===== src/rtl/m72_pkg.sv =====
// Shared constants and helpers for the M72 core.
// NVRAM upload window and small byte helpers.
package m72_pkg;

  localparam logic [23:0] NVRAM_BASE = 24'h3F_0000;
  localparam logic [24:0] NVRAM_SIZE = 25'h0_4000;

  // Little-endian byte pick from a 16-bit SDRAM word.
  function automatic logic [7:0] byte_sel(input logic [15:0] word, input logic hi);
    return hi ? word[15:8] : word[7:0];
  endfunction

endpackage


===== src/rtl/nvram_uploader.sv =====
// Serves hps_io upload byte reads from SDRAM through a one-word buffer.
// Requests the upload on save_req; drains a stale SDRAM request after reset.
module nvram_uploader
  import m72_pkg::*;
#(
  parameter logic [23:0] BASE_ADDR = NVRAM_BASE,
  parameter logic [24:0] SIZE      = NVRAM_SIZE
) (
  input  logic        clk_sys,
  input  logic        reset,
  input  logic        save_req,
  input  logic        ioctl_upload,
  input  logic        ioctl_rd,
  input  logic [24:0] ioctl_addr,
  output logic [7:0]  ioctl_din,
  output logic        ioctl_wait,
  output logic        ioctl_upload_req,
  output logic [23:0] sdr_addr,
  output logic        sdr_req,
  input  logic        sdr_rdy,
  input  logic [15:0] sdr_dout,
  output logic        busy
);

  typedef enum logic [2:0] {StIdle, StIssue, StWaitRdy, StPresent, StDrain} state_e;

  state_e      state_q, state_d;
  logic [7:0]  din_q, din_d;
  logic        wait_q, wait_d;
  logic        upload_req_q, upload_req_d;
  logic        upload_q;
  logic [15:0] buf_q, buf_d;
  logic [23:0] tag_q, tag_d;
  logic        valid_q, valid_d;
  logic [24:0] addr_q, addr_d;
  logic [23:0] sdr_addr_q, sdr_addr_d;
  logic        sdr_req_q, sdr_req_d;
  logic        discard_q, discard_d;

  logic upload_rise, rd_ok, out_of_range, hit, miss;

  always_comb begin
    upload_rise  = ioctl_upload & ~upload_q;
    rd_ok        = ioctl_rd & ioctl_upload & (state_q == StIdle);
    out_of_range = ioctl_addr >= SIZE;
    hit          = valid_q & ~upload_rise & (tag_q == ioctl_addr[24:1]);
    miss         = rd_ok & ~out_of_range & ~hit;
  end

  always_comb begin
    state_d      = state_q;
    din_d        = din_q;
    wait_d       = wait_q;
    upload_req_d = upload_req_q;
    buf_d        = buf_q;
    tag_d        = tag_q;
    valid_d      = valid_q;
    addr_d       = addr_q;
    sdr_addr_d   = sdr_addr_q;
    sdr_req_d    = sdr_req_q;
    discard_d    = discard_q;

    // An upload that drops mid-fetch must not validate the fetched word.
    if (!ioctl_upload && (state_q == StIssue || state_q == StWaitRdy)) discard_d = 1'b1;

    unique case (state_q)
      StIdle: begin
        if (rd_ok) begin
          if (out_of_range) begin
            din_d = 8'hFF;
          end else if (hit) begin
            din_d = byte_sel(buf_q, ioctl_addr[0]);
          end else begin
            addr_d    = ioctl_addr;
            wait_d    = 1'b1;
            discard_d = 1'b0;
            state_d   = StIssue;
          end
        end
      end
      StIssue: begin
        sdr_addr_d = BASE_ADDR + addr_q[24:1];
        sdr_req_d  = ~sdr_req_q;
        state_d    = StWaitRdy;
      end
      StWaitRdy: begin
        if (sdr_rdy == sdr_req_q) begin
          buf_d   = sdr_dout;
          tag_d   = addr_q[24:1];
          valid_d = ~discard_q & ioctl_upload;
          state_d = StPresent;
        end
      end
      StPresent: begin
        if (!discard_q) din_d = byte_sel(buf_q, addr_q[0]);
        wait_d  = 1'b0;
        state_d = StIdle;
      end
      StDrain: begin
        if (sdr_rdy == sdr_req_q) state_d = StIdle;
      end
      default: state_d = StIdle;
    endcase

    if (upload_rise) begin
      upload_req_d = 1'b0;
      valid_d      = 1'b0;
    end else if (state_q == StIdle && save_req && !ioctl_upload && !upload_req_q) begin
      upload_req_d = 1'b1;
    end
  end

  always_ff @(posedge clk_sys) begin
    if (reset) begin
      state_q      <= (sdr_req_q != sdr_rdy) ? StDrain : StIdle;
      din_q        <= 8'h00;
      wait_q       <= 1'b0;
      upload_req_q <= 1'b0;
      upload_q     <= 1'b0;
      buf_q        <= 16'h0000;
      tag_q        <= 24'h00_0000;
      valid_q      <= 1'b0;
      addr_q       <= 25'h0;
      sdr_addr_q   <= BASE_ADDR;
      discard_q    <= 1'b0;
    end else begin
      state_q      <= state_d;
      din_q        <= din_d;
      wait_q       <= wait_d;
      upload_req_q <= upload_req_d;
      upload_q     <= ioctl_upload;
      buf_q        <= buf_d;
      tag_q        <= tag_d;
      valid_q      <= valid_d;
      addr_q       <= addr_d;
      sdr_addr_q   <= sdr_addr_d;
      discard_q    <= discard_d;
    end
  end

  // The toggle handshake spans resets, so the request phase is never reset.
  always_ff @(posedge clk_sys) begin
    if (!reset) sdr_req_q <= sdr_req_d;
  end

  assign ioctl_din        = din_q;
  assign ioctl_wait       = wait_q | miss;
  assign ioctl_upload_req = upload_req_q;
  assign sdr_addr         = sdr_addr_q;
  assign sdr_req          = sdr_req_q;
  assign busy             = (state_q != StIdle);

endmodule

===== config.mk =====
export PLATFORM = sky130hd
export DESIGN_NAME = nvram_uploader
export DESIGN_NICKNAME = d
export VERILOG_FILES = /design/src/rtl/m72_pkg.sv /design/src/rtl/nvram_uploader.sv
export SDC_FILE = /design/constraint.sdc
export NUM_CORES = 1
export LEC_CHECK = 0
export BUFFER_PORTS_ARGS = -buffer_cell sky130_fd_sc_hd__buf_4
export CELL_PAD_IN_SITES_DETAIL_PLACEMENT = 0
export CELL_PAD_IN_SITES_GLOBAL_PLACEMENT = 1
export CORE_MARGIN = 2
export CORE_UTILIZATION = 45
export CTS_BUF_LIST = sky130_fd_sc_hd__clkbuf_8
export CTS_CLUSTER_DIAMETER = 50
export CTS_CLUSTER_SIZE = 14
export DETAILED_ROUTE_END_ITERATION = 16
export PLACE_DENSITY = 0.86
export SLEW_MARGIN = 10
export SYNTH_ARGS = -nofsm -noshare
export SYNTH_HDL_FRONTEND = slang
export SYNTH_SLANG_ARGS = --single-unit

===== constraint.sdc =====
create_clock -name clk_sys -period 5.2 [get_ports clk_sys]
set_input_delay 0.26 -clock clk_sys [delete_from_list [all_inputs] [get_ports clk_sys]]
set_output_delay 0.26 -clock clk_sys [all_outputs]
set_load 0.01 [all_outputs]

==> impl_results.md, run 1 <==
- Status: finished, final reports clean
- Core ar.: 9280 µm²
- Clock root cell: clkbuf_8
- Post-route cell area: roughly 5200 µm²
- Unique cell type count in the Yosys netlist: 39
- Worst-margin pin slew: 1.07 ns
- Sequential fraction of design power: roughly half
- Hold Crit Endpoint: buf_q[6]$_SDFFE_PP0P_
- Num CTS Buffers: 9
- Critical Path RT: 4.94 ns
- CP Cell Sequence: xor2_1 > nor4_1 > nand3_1 > o311ai_4 > nand2b_1 > buf_4
- Final setup fails: 0
- Crit path arrival time: 2.67 ns
- Slew HR: between 20 and 30%
- #FFs+latches synth: around 110
- Yosys Warn Count: 0
- Net Sw Frac: a little under a third
- Comb power frac: 20.5%
- Post-route worst setup slack: 2.27 ns
- Final Critical Period: 2.93 ns
- Post-DP HPWL: between 6000 and 7000 µm
- Cell Count, Final, Fillers Out: 715
- Register area share after synthesis: roughly 50%
- Antenna violations before repair: 0
- Drt total wl: ~10000 µm
- DR vias/cell: 5.07
- Longest Clk Path Bufs: 2
- Worst Hold Class: input pin to flop
- Switching pwr: ~580 µW
- IO Pins: 83
- Hold Path Stages: 3
- Ant diodes: 0
- Port Buffer Count: 82
- Post-synth top flop: dfxtp_1
- Most common cell after layout, fill and taps aside: nand2_1
- Tot GR Track Use: 20.1%
- DRT iter0 DRCs: 147
- Die X: 102 µm
- Initial cell density of the core: 46.5%
- Leakage: around 0.0021 µW
- Routed WL per cell: 14.3 µm
- Row cnt: 35
- Die Area: just over 10000 µm²
- RR Endpoint: addr_q[18]$_SDFFE_PP0P_
- Pre-Repair DR Iteration Count: 5
- Worst Reg2Reg Path Length in Cells: 6
- Sequential cell area: 2160 µm²
- DIE HEIGHT: 102 µm
- Share of cells above drive strength 1: between 10% and 20%
- Ys async rst share: 0%
- Synth Cell Area: 4310 µm²
- Crit path buf inv count: 1
- Internal: around 1300 µW
- Area growth, synth to finish: 20.7%
- Placement Cell Area: between 4000 and 5000 µm²
- Reg-to-reg startpoint: tag_q[19]$_SDFFE_PP0P_
- Vias in the first global route: 3307
- Syn avg cell area: 8.39 µm²
- Hold buffer count at CTS: 0
- Worst path top cell family by delay: compound AO/OA/AOI/OAI gates
- CTS Sinks: 106
- Slew Viols, Final: 0
- Max-Cap Viols: 0
- Overflow after GRT: 0
- Later-pin clock latency in the skew report: 0.37 ns
- Flop2flop setup slack: 2.58 ns
- Commonest cells after routing, fill and taps aside: nand2_1, dfxtp_1, buf_4
- Crit share post-route: 56.3%
- Number of flops mapped to enable cells by yosys: 4
- Final hold vios: 0
- Synth Instances: 514
- Placed cell count: between 600 and 700
- Critical path's slowest cell: o311ai_4
- Area occupied by multi-input gates: 1990 µm²
- Startpoint Class: flop
- Critical Path Sink Type: primary output
- Worst-path clk slew: 0.10 ns
- # DRC: 0
- Post-CTS setup buffer count: 0
- Final layout net count: between 600 and 700
- Largest net degree at the start of global routing: 97
- Routed Antenna Nets: 0
- F_max: 342 MHz
- Filler cells: between 900 and 1000
- Min Hold Slack: 0.134 ns
- First-pass GRT wire length: 16400 µm
- CTS tree: built
- Pre-CTS WS: about 2.5 ns
- RePlAce Congestion: 0.833
- RSZ-0062 raised after global routing: false
- WS Path Type: flop to primary output
- Post_cts resized: 0
- Pwr dens: 356 nW/µm²
- Setup TNS: 0 ns
- Worst clock skew: ~0.014 ns
- Clock Power Share: 28.9%
- Mapped Nets: between 500 and 600
- Crit path max fanout: 17
- Critical Path Max Stage Delay: 0.89 ns
- Hold Startpoint: sdr_dout[6]
- Via count: 3624
- Worst IR drop on VDD: 0.187 mV
- CTS H-tree lvls: 3
-- Yosys cell counts, drive strengths merged, types with 3 or more instances --
master / instances / area (µm²)
nand3: 13 / 65.1
inv: 13 / 48.8
o21ai: 12 / 60.1
nand4: 3 / 18.8
mux2i: 14 / 140
xnor2: 6 / 52.6
nand2: 119 / 447
xor2: 26 / 228
dfxtp: 102 / 2040
nor2: 34 / 128
and2: 11 / 68.8
a21oi: 83 / 415
clkbuf: 27 / 101
a211o: 6 / 52.6
edfxtp: 4 / 120
nor4: 6 / 56.3
nor3: 6 / 30.0
nand2b: 4 / 25.0
-- worst min-delay path, stage by stage --
cell,delay [ns]
buf_4,0.11
nand2_1,0.04
a21oi_1,0.05
-- area by class of cell --
class	instances	area share (%)
Clock buffer	9	2.38
Clock inverter	7	1.66
Inverter	13	0.937
Multi-Input combinational cell	366	38.2
Sequential cell	106	41.5
Tap cell	129	3.10
Timing Repair Buffer	85	12.3
-- power groups by stage --
stage | clock network (µW) | registers [µW] | logic, µW
2_1_floorplan | 0 | 943 | 228
3_3_place_gp | 0 | 950 | 377
3_5_place_dp | 0 | 954 | 383
4_1_cts | 546 | 936 | 384
5_1_grt | 580 | 945 | 423
6_report | 536 | 936 | 380
-- through the flow --
step | utilization (%) | total power [µW]
3_3_place_gp | 53.8 | 1330
4_1_cts | 56.1 | 1870
6_report | 56.1 | 1850
3_5_place_dp | 53.8 | 1340
5_1_grt | 56.1 | 1950
2_1_floorplan | - | 1170
-- cells by family (layout without fill, tap and decap cells) --
group	Yosys count	count (layout)	synth area share (%)
AND/OR/NAND/NOR	211	211	22.1
AO/OA/AOI/OAI	108	108	13.9
flip-flops	106	106	50.1
buffers and inverters	42	114	3.92
XOR/XNOR	32	32	6.50
multiplexers	14	14	3.25
adder cells (fa/ha/maj)	1	1	0.290
-- routing by layer --
metal	wire, µm	track usage (%)	vias to the layer above
met5	0	0	-
met4	129	6.77	0
met3	383	3.21	11
met2	4730	31.5	85
met1	4970	28.6	1683
li1	-	-	1845
-- state kept, by name (all words and copies together) (netlist names) --
name,count
addr_q,25
sdr_req,1
upload_q,1
discard_q,1
state_q,3
buf_q,16
tag_q,24
ioctl_upload_req,1
sdr_addr,24
valid_q,1
wait_q,1
ioctl_din,8
-- how the worst max path moves through the flow --
stage	from	endpoint	slack, ns	depth (start not counted)
floorplan	state_q[0]$_SDFFCE_PP0P_	addr_q[15]$_SDFFE_PP0P_	3.27	8
global placement	ioctl_addr[7]	addr_q[21]$_SDFFE_PP0P_	2.57	7
detailed placement	ioctl_addr[18]	addr_q[18]$_SDFFE_PP0P_	2.52	7
CTS	tag_q[19]$_SDFFE_PP0P_	ioctl_wait	2.24	6
global route	tag_q[6]$_SDFFE_PP0P_	ioctl_wait	2.05	6
finish	tag_q[19]$_SDFFE_PP0P_	ioctl_wait	2.27	6
No activity file was read; power rests on OpenSTA's default activity.
==> run 2, diff against run 1 <==
--- a/config.mk
+++ b/config.mk
@@ -9,12 +9,12 @@
 export CELL_PAD_IN_SITES_DETAIL_PLACEMENT = 0
 export CELL_PAD_IN_SITES_GLOBAL_PLACEMENT = 1
 export CORE_MARGIN = 2
-export CORE_UTILIZATION = 45
+export CORE_UTILIZATION = 42
 export CTS_BUF_LIST = sky130_fd_sc_hd__clkbuf_8
 export CTS_CLUSTER_DIAMETER = 50
 export CTS_CLUSTER_SIZE = 14
 export DETAILED_ROUTE_END_ITERATION = 16
-export PLACE_DENSITY = 0.86
+export PLACE_DENSITY = 0.81
 export SLEW_MARGIN = 10
 export SYNTH_ARGS = -nofsm -noshare
 export SYNTH_HDL_FRONTEND = slang
==> constraint.sdc (replaced) <==
create_clock -name clk_sys -period 2.8 [get_ports clk_sys]
set_input_delay 0.14 -clock clk_sys [delete_from_list [all_inputs] [get_ports clk_sys]]
set_output_delay 0.14 -clock clk_sys [all_outputs]
set_load 0.01 [all_outputs]
==> run 2 against run 1 <==
Compared with the run above:
- global-route usage down 0.62 points
- final area up 0.17%
- clock power up 64%
- first-iteration DRC count down 4.8%
- sequential share of layout area down 0.070 points
- routed wire length up 2.5%
- hold slack worse by 0.12 ns
==> impl_results.md, run 2 (same netlist as run 1, synthesis figures left out) <==
- Drt total wl: 10500 µm
- DRT iter0 DRCs: 140
- Later-pin clock latency in the skew report: between 0.3 and 0.4 ns
- Num CTS Buffers: 9
- Clock Power Share: a little over a quarter
- CTS Sinks: 106
- Commonest cells after routing, fill and taps aside: nand2_1, dfxtp_1, buf_4
- Final setup fails: 0
- Longest Clk Path Bufs: 2
- Tot GR Track Use: 19.5%
- Die Area: 11100 µm²
- Critical Path Sink Type: primary output
- Internal: 2300 µW
- Core ar.: slightly below 10000 µm²
- Final hold vios: 0
- RSZ-0062 raised after global routing: false
- Post-route cell area: 5220 µm²
- Initial cell density of the core: 43.7%
- Placement Cell Area: 5030 µm²
- Largest net degree at the start of global routing: 51
- Crit share post-route: between 80% and 90%
- Leakage: 0.00212 µW
- Post-CTS setup buffer count: 0
- Pre-Repair DR Iteration Count: 4
- Status: finished, final reports clean
- Slew Viols, Final: 0
- Final Critical Period: 2.38 ns
- Worst-margin pin slew: roughly 0.65 ns
- Worst-path clk slew: 0.10 ns
- Max reg flops: 25
- F_max: 419 MHz
- Vias in the first global route: 3467
- CTS tree: built
- Worst IR drop on VDD: 0.271 mV
- Startpoint Class: flop
- Routed Antenna Nets: 0
- Worst Hold Class: input pin to flop
- IO Pins: 83
- Net Sw Frac: 30.8%
- Clock root cell: clkbuf_8
- Port Buffer Count: 82
- Switching pwr: 1020 µW
- WS Path Type: flop to primary output
- # DRC: 0
- Overflow after GRT: 0
- Crit path arrival time: 2.24 ns
- Area growth, synth to finish: 20.9%
- Comb power frac: roughly a fifth
- DIE HEIGHT: 105 µm
- Post-route total power: roughly 3300 µW
- Max-Cap Viols: 0
- Share of cells above drive strength 1: 18.3%
- First-pass GRT wire length: 17400 µm
- Biggest register: addr_q
- Slew HR: a little under three fifths
- Sequential fraction of design power: 52.2%
- Crit path max fanout: 17
- Die X: 105 µm
- Post-DP HPWL: 7500 µm
- Critical Path RT: ~2.7 ns
- Row cnt: 36
- Final layout net count: 633
- Ant diodes: 0
- CTS H-tree lvls: 3
- Most common cell after layout, fill and taps aside: nand2_1
- DR vias/cell: 4.98
- Antenna violations before repair: 0
- Via count: 3603
- Worst clock skew: between 0.01 and 0.015 ns
- Post_cts resized: 0
- Setup TNS: 0 ns
- Pwr dens: 637 nW/µm²
- Routed WL per cell: approximately 14 µm
- RePlAce Congestion: 0.819
-- run 2: cell type report --
cell class | instances | area (µm²)
clock inverters | 5 | 30.0
clock buffers | 11 | 151
inverters | 13 | 48.8
repair buffers | 89 | 671
well taps | 133 | 166
flip-flops and latches | 106 | 2160
multi-input cells | 366 | 1990
fillers | 956 | 4650
-- run 2: metal layers --
metal | GRT usage (%) | share of wire (%)
met1 | 26.5 | 48
met2 | 30.8 | 46
met3 | 3.15 | 4.6
met4 | 8.10 | 1.7
met5 | 0 | 0
-- run 2: repair_timing --
action / in CTS / in global routing
hold buffers: 1 / 0
endpoints found under the setup margin: 0 / 0
endpoints found under the hold margin: 1 / 0
-- run 2: path summary, 6_finish.rpt --
path	from	endpoint	slack [ns]	depth (start not counted)
worst min-delay path	sdr_dout[13]	buf_q[13]$_SDFFE_PP0P_	0.01	3
worst max register to register	state_q[1]$_SDFFCE_PP0P_	addr_q[21]$_SDFFE_PP0P_	0.56	7
worst min register to register	buf_q[12]$_SDFFE_PP0P_	buf_q[12]$_SDFFE_PP0P_	0.46	2
worst max-delay path	state_q[1]$_SDFFCE_PP0P_	ioctl_wait	0.42	7
-- run 2: power groups by stage --
stage | clock, µW | sequential (µW) | combinational, µW
finish | 879 | 1740 | 707
global route | 958 | 1760 | 784
CTS | 909 | 1740 | 715
detailed placement | 0 | 1770 | 711
global placement | 0 | 1760 | 703
floorplan | 0 | 1750 | 423
-- run 2: worst max-delay path, cell delays in order, from the launching register on --
cell and delay, ns:
edfxtp_1 0.56, nor3_1 0.27, inv_1 0.13, nor2_1 0.27, o311ai_4 0.14, buf_4 0.25
nand2b_1 0.13, buf_4 0.13
-- run 2: through the flow --
step	hold WS (ns)	utilization [%]	setup slack, ns	instances
global route	0.0112	52.9	0.206	723
finish	0.0146	52.9	0.416	723
global placement	0.388	51.0	0.569	706
detailed placement	0.398	51.0	0.501	706
floorplan	0.274	-	0.871	514
CTS	0.000489	52.9	0.397	723
==> run 3, diff against run 2 <==
--- a/config.mk
+++ b/config.mk
@@ -8,6 +8,7 @@
 export BUFFER_PORTS_ARGS = -buffer_cell sky130_fd_sc_hd__buf_4
 export CELL_PAD_IN_SITES_DETAIL_PLACEMENT = 0
 export CELL_PAD_IN_SITES_GLOBAL_PLACEMENT = 1
+export CORE_ASPECT_RATIO = 0.9
 export CORE_MARGIN = 2
 export CORE_UTILIZATION = 42
 export CTS_BUF_LIST = sky130_fd_sc_hd__clkbuf_8
==> run 3 against run 2 <==
Compared with the run above:
- global-route usage rose by 0.19 points
- cell count rose by 0.97%
- hold slack got worse by 0.00075 ns
- clock power rose by 2%
- via count rose by 2.2%
- critical path type is now input pin to primary output
- critical endpoint unchanged
- highest routed layer unchanged
==> impl_results.md, run 3 (same netlist as run 1, synthesis figures left out) <==
- DR vias/cell: 5.04
- Clock root cell: clkbuf_8
- Worst path top cell family by delay: buffers and inverters
- Setup TNS: 0 ns
- Share of cells above drive strength 1: 18.3%
- Critical Path RT: 2.66 ns
- CP Depth: 9
- Critical Path Sink Type: primary output
- Max reg flops: 25
- Met3 WL: 545 µm
- Via count: 3681
- Commonest cells after routing, fill and taps aside: nand2_1, dfxtp_1, buf_4
- RSZ-0062 raised after global routing: false
- Fin util: 52.7%
- # DRC: 0
- Routed WL per cell: approximately 14 µm
- Slew Viols, Final: 0
- Post-CTS setup buffer count: 0
- Port Buffer Count: 82
- CTS Sinks: 106
- CP Cell Sequence: dlygate4sd3_1 > buf_4 > xor2_1 > nor4_2 > nand2_1 > o311ai_4 > buf_4 > nand2b_1 > buf_4
- Critical Path Max Stage Delay: 0.54 ns
- Leakage: roughly 0.0022 µW
- Reg-to-reg startpoint: tag_q[19]$_SDFFE_PP0P_
- Critical path's slowest cell: dlygate4sd3_1
- Hold Startpoint: ioctl_addr[3]
- Tot GR Track Use: 19.7%
- Max-Cap Viols: 0
- Routed Antenna Nets: 0
- DIE HEIGHT: 100 µm
- F_max: 381 MHz
- Met2 WL post-DR: 4990 µm
- Sequential cell area: 2160 µm²
- First-pass GRT wire length: 17600 µm
- Ant diodes: 0
- Largest net degree at the start of global routing: 57
- Die Area: 11100 µm²
- Flop2flop setup slack: 0.61 ns
- Crit path max fanout: 14
- Antenna violations before repair: 0
- Cell Count, Final, Fillers Out: 730
- Die X: 111 µm
- Later-pin clock latency in the skew report: 0.38 ns
- M1 WL: between 4000 and 5000 µm
- CTS tree: built
- Most frequent CP cell: buf_4
- RR Endpoint: addr_q[4]$_SDFFE_PP0P_
- Crit path arrival time: around 2.5 ns
- Worst-margin pin slew: 0.692 ns
- Pre-CTS WS: 0.539 ns
- Num CTS Buffers: 9
- Worst-path clk slew: approximately 0.090 ns
- Min Hold Slack: roughly 0.014 ns
- Worst clock skew: 0.0120 ns
- Initial cell density of the core: 42.6%
- Final Critical Period: 2.62 ns
- Row cnt: 35
- RePlAce Congestion: roughly 0.81
- Vias in the first global route: 3563
- Core ar.: 10100 µm²
- Worst Reg2Reg Path Length in Cells: 7
- Worst Hold Class: input pin to flop
- Crit share post-route: roughly 94%
- DRT iter0 DRCs: approximately 190
- Biggest register: addr_q
- CTS H-tree lvls: 3
- Filler cells: about 1000
- Crit path to: ioctl_wait
- Placed cell count: 702
- Final setup fails: 0
- Worst Setup SP: ioctl_addr[7]
- Final layout net count: 644
- Status: finished, final reports clean
- Longest Clk Path Bufs: 2
- Area occupied by multi-input gates: 1990 µm²
- Post-DP HPWL: 7270 µm
- Slew HR: 53.9%
- Drt total wl: 10600 µm
- Worst IR drop on VDD: between 0.4 and 0.5 mV
- WS Path Type: input pin to primary output
- Final hold vios: 0
- Post-route worst setup slack: about 0.18 ns
- IO Pins: 83
- Overflow after GRT: 0
- Crit path buf inv count: 4
- Pwr dens: 631 nW/µm²
- Pre-Repair DR Iteration Count: 4
- Most common cell after layout, fill and taps aside: nand2_1
- Top routing layer in use: met4
- Startpoint Class: input pin
- Area growth, synth to finish: 23.5%
-- run 3: changes by cell type in the layout (fill, tap and decap cells not counted), sizes merged --
cell,change
dlygate4sd3,+11
clkbuf,-1
clkinvlp,+1
-- run 3: worst min path at each step --
stage | cells past startpoint | slack, ns | to
final | 3 | 0.01 | addr_q[3]$_SDFFE_PP0P_
after global routing | 3 | 0.004 | addr_q[1]$_SDFFE_PP0P_
after CTS | 3 | 0.002 | addr_q[3]$_SDFFE_PP0P_
after detailed placement | 3 | 0.40 | buf_q[5]$_SDFFE_PP0P_
after global placement | 3 | 0.39 | buf_q[14]$_SDFFE_PP0P_
after floorplan | 2 | 0.27 | upload_q$_SDFF_PP0_
-- run 3: power breakdown --
part / internal [µW] / switching, µW
combinational: 302 / 426
clock: 356 / 541
sequential: 1640 / 97.7
total: 2300 / 1060
-- run 3: final cells by class --
class / instances / area share (%)
sequential: 106 / 40.6
tap: 129 / 3.03
timing repair buffer: 100 / 14.7
inverter: 13 / 0.916
clock buffer: 10 / 2.58
multi-input combinational: 366 / 37.3
clock inverter: 6 / 0.893
-- run 3: what timing repair did --
item,in CTS,in global routing
hold buffers,12,0
hold endpoints to repair,12,0
resized for setup,0,0
setup endpoints to repair,0,0
-- run 3: tightest hold or removal path: cells and delay by family --
| family | cells | cell delay [ns] |
|---|---|---|
| buffers and inverters | 1 | 0.09 |
| and+or+nand+nor | 1 | 0.07 |
| muxes | 1 | 0.05 |
-- run 3: layer usage --
layer / track usage [%] / vias up
li1: - / 1879
met1: 25.4 / 1714
met2: 33.0 / 78
met3: 5.92 / 10
met4: 4.52 / 0
met5: 0 / -
-- run 3: metrics by stage --
stage / area (µm²) / total power [µW]
after global placement: 5020 / 2480
after global routing: 5330 / 3540
after floorplan: 4310 / 2170
after CTS: 5330 / 3400
final: 5330 / 3360
after detailed placement: 5020 / 2490
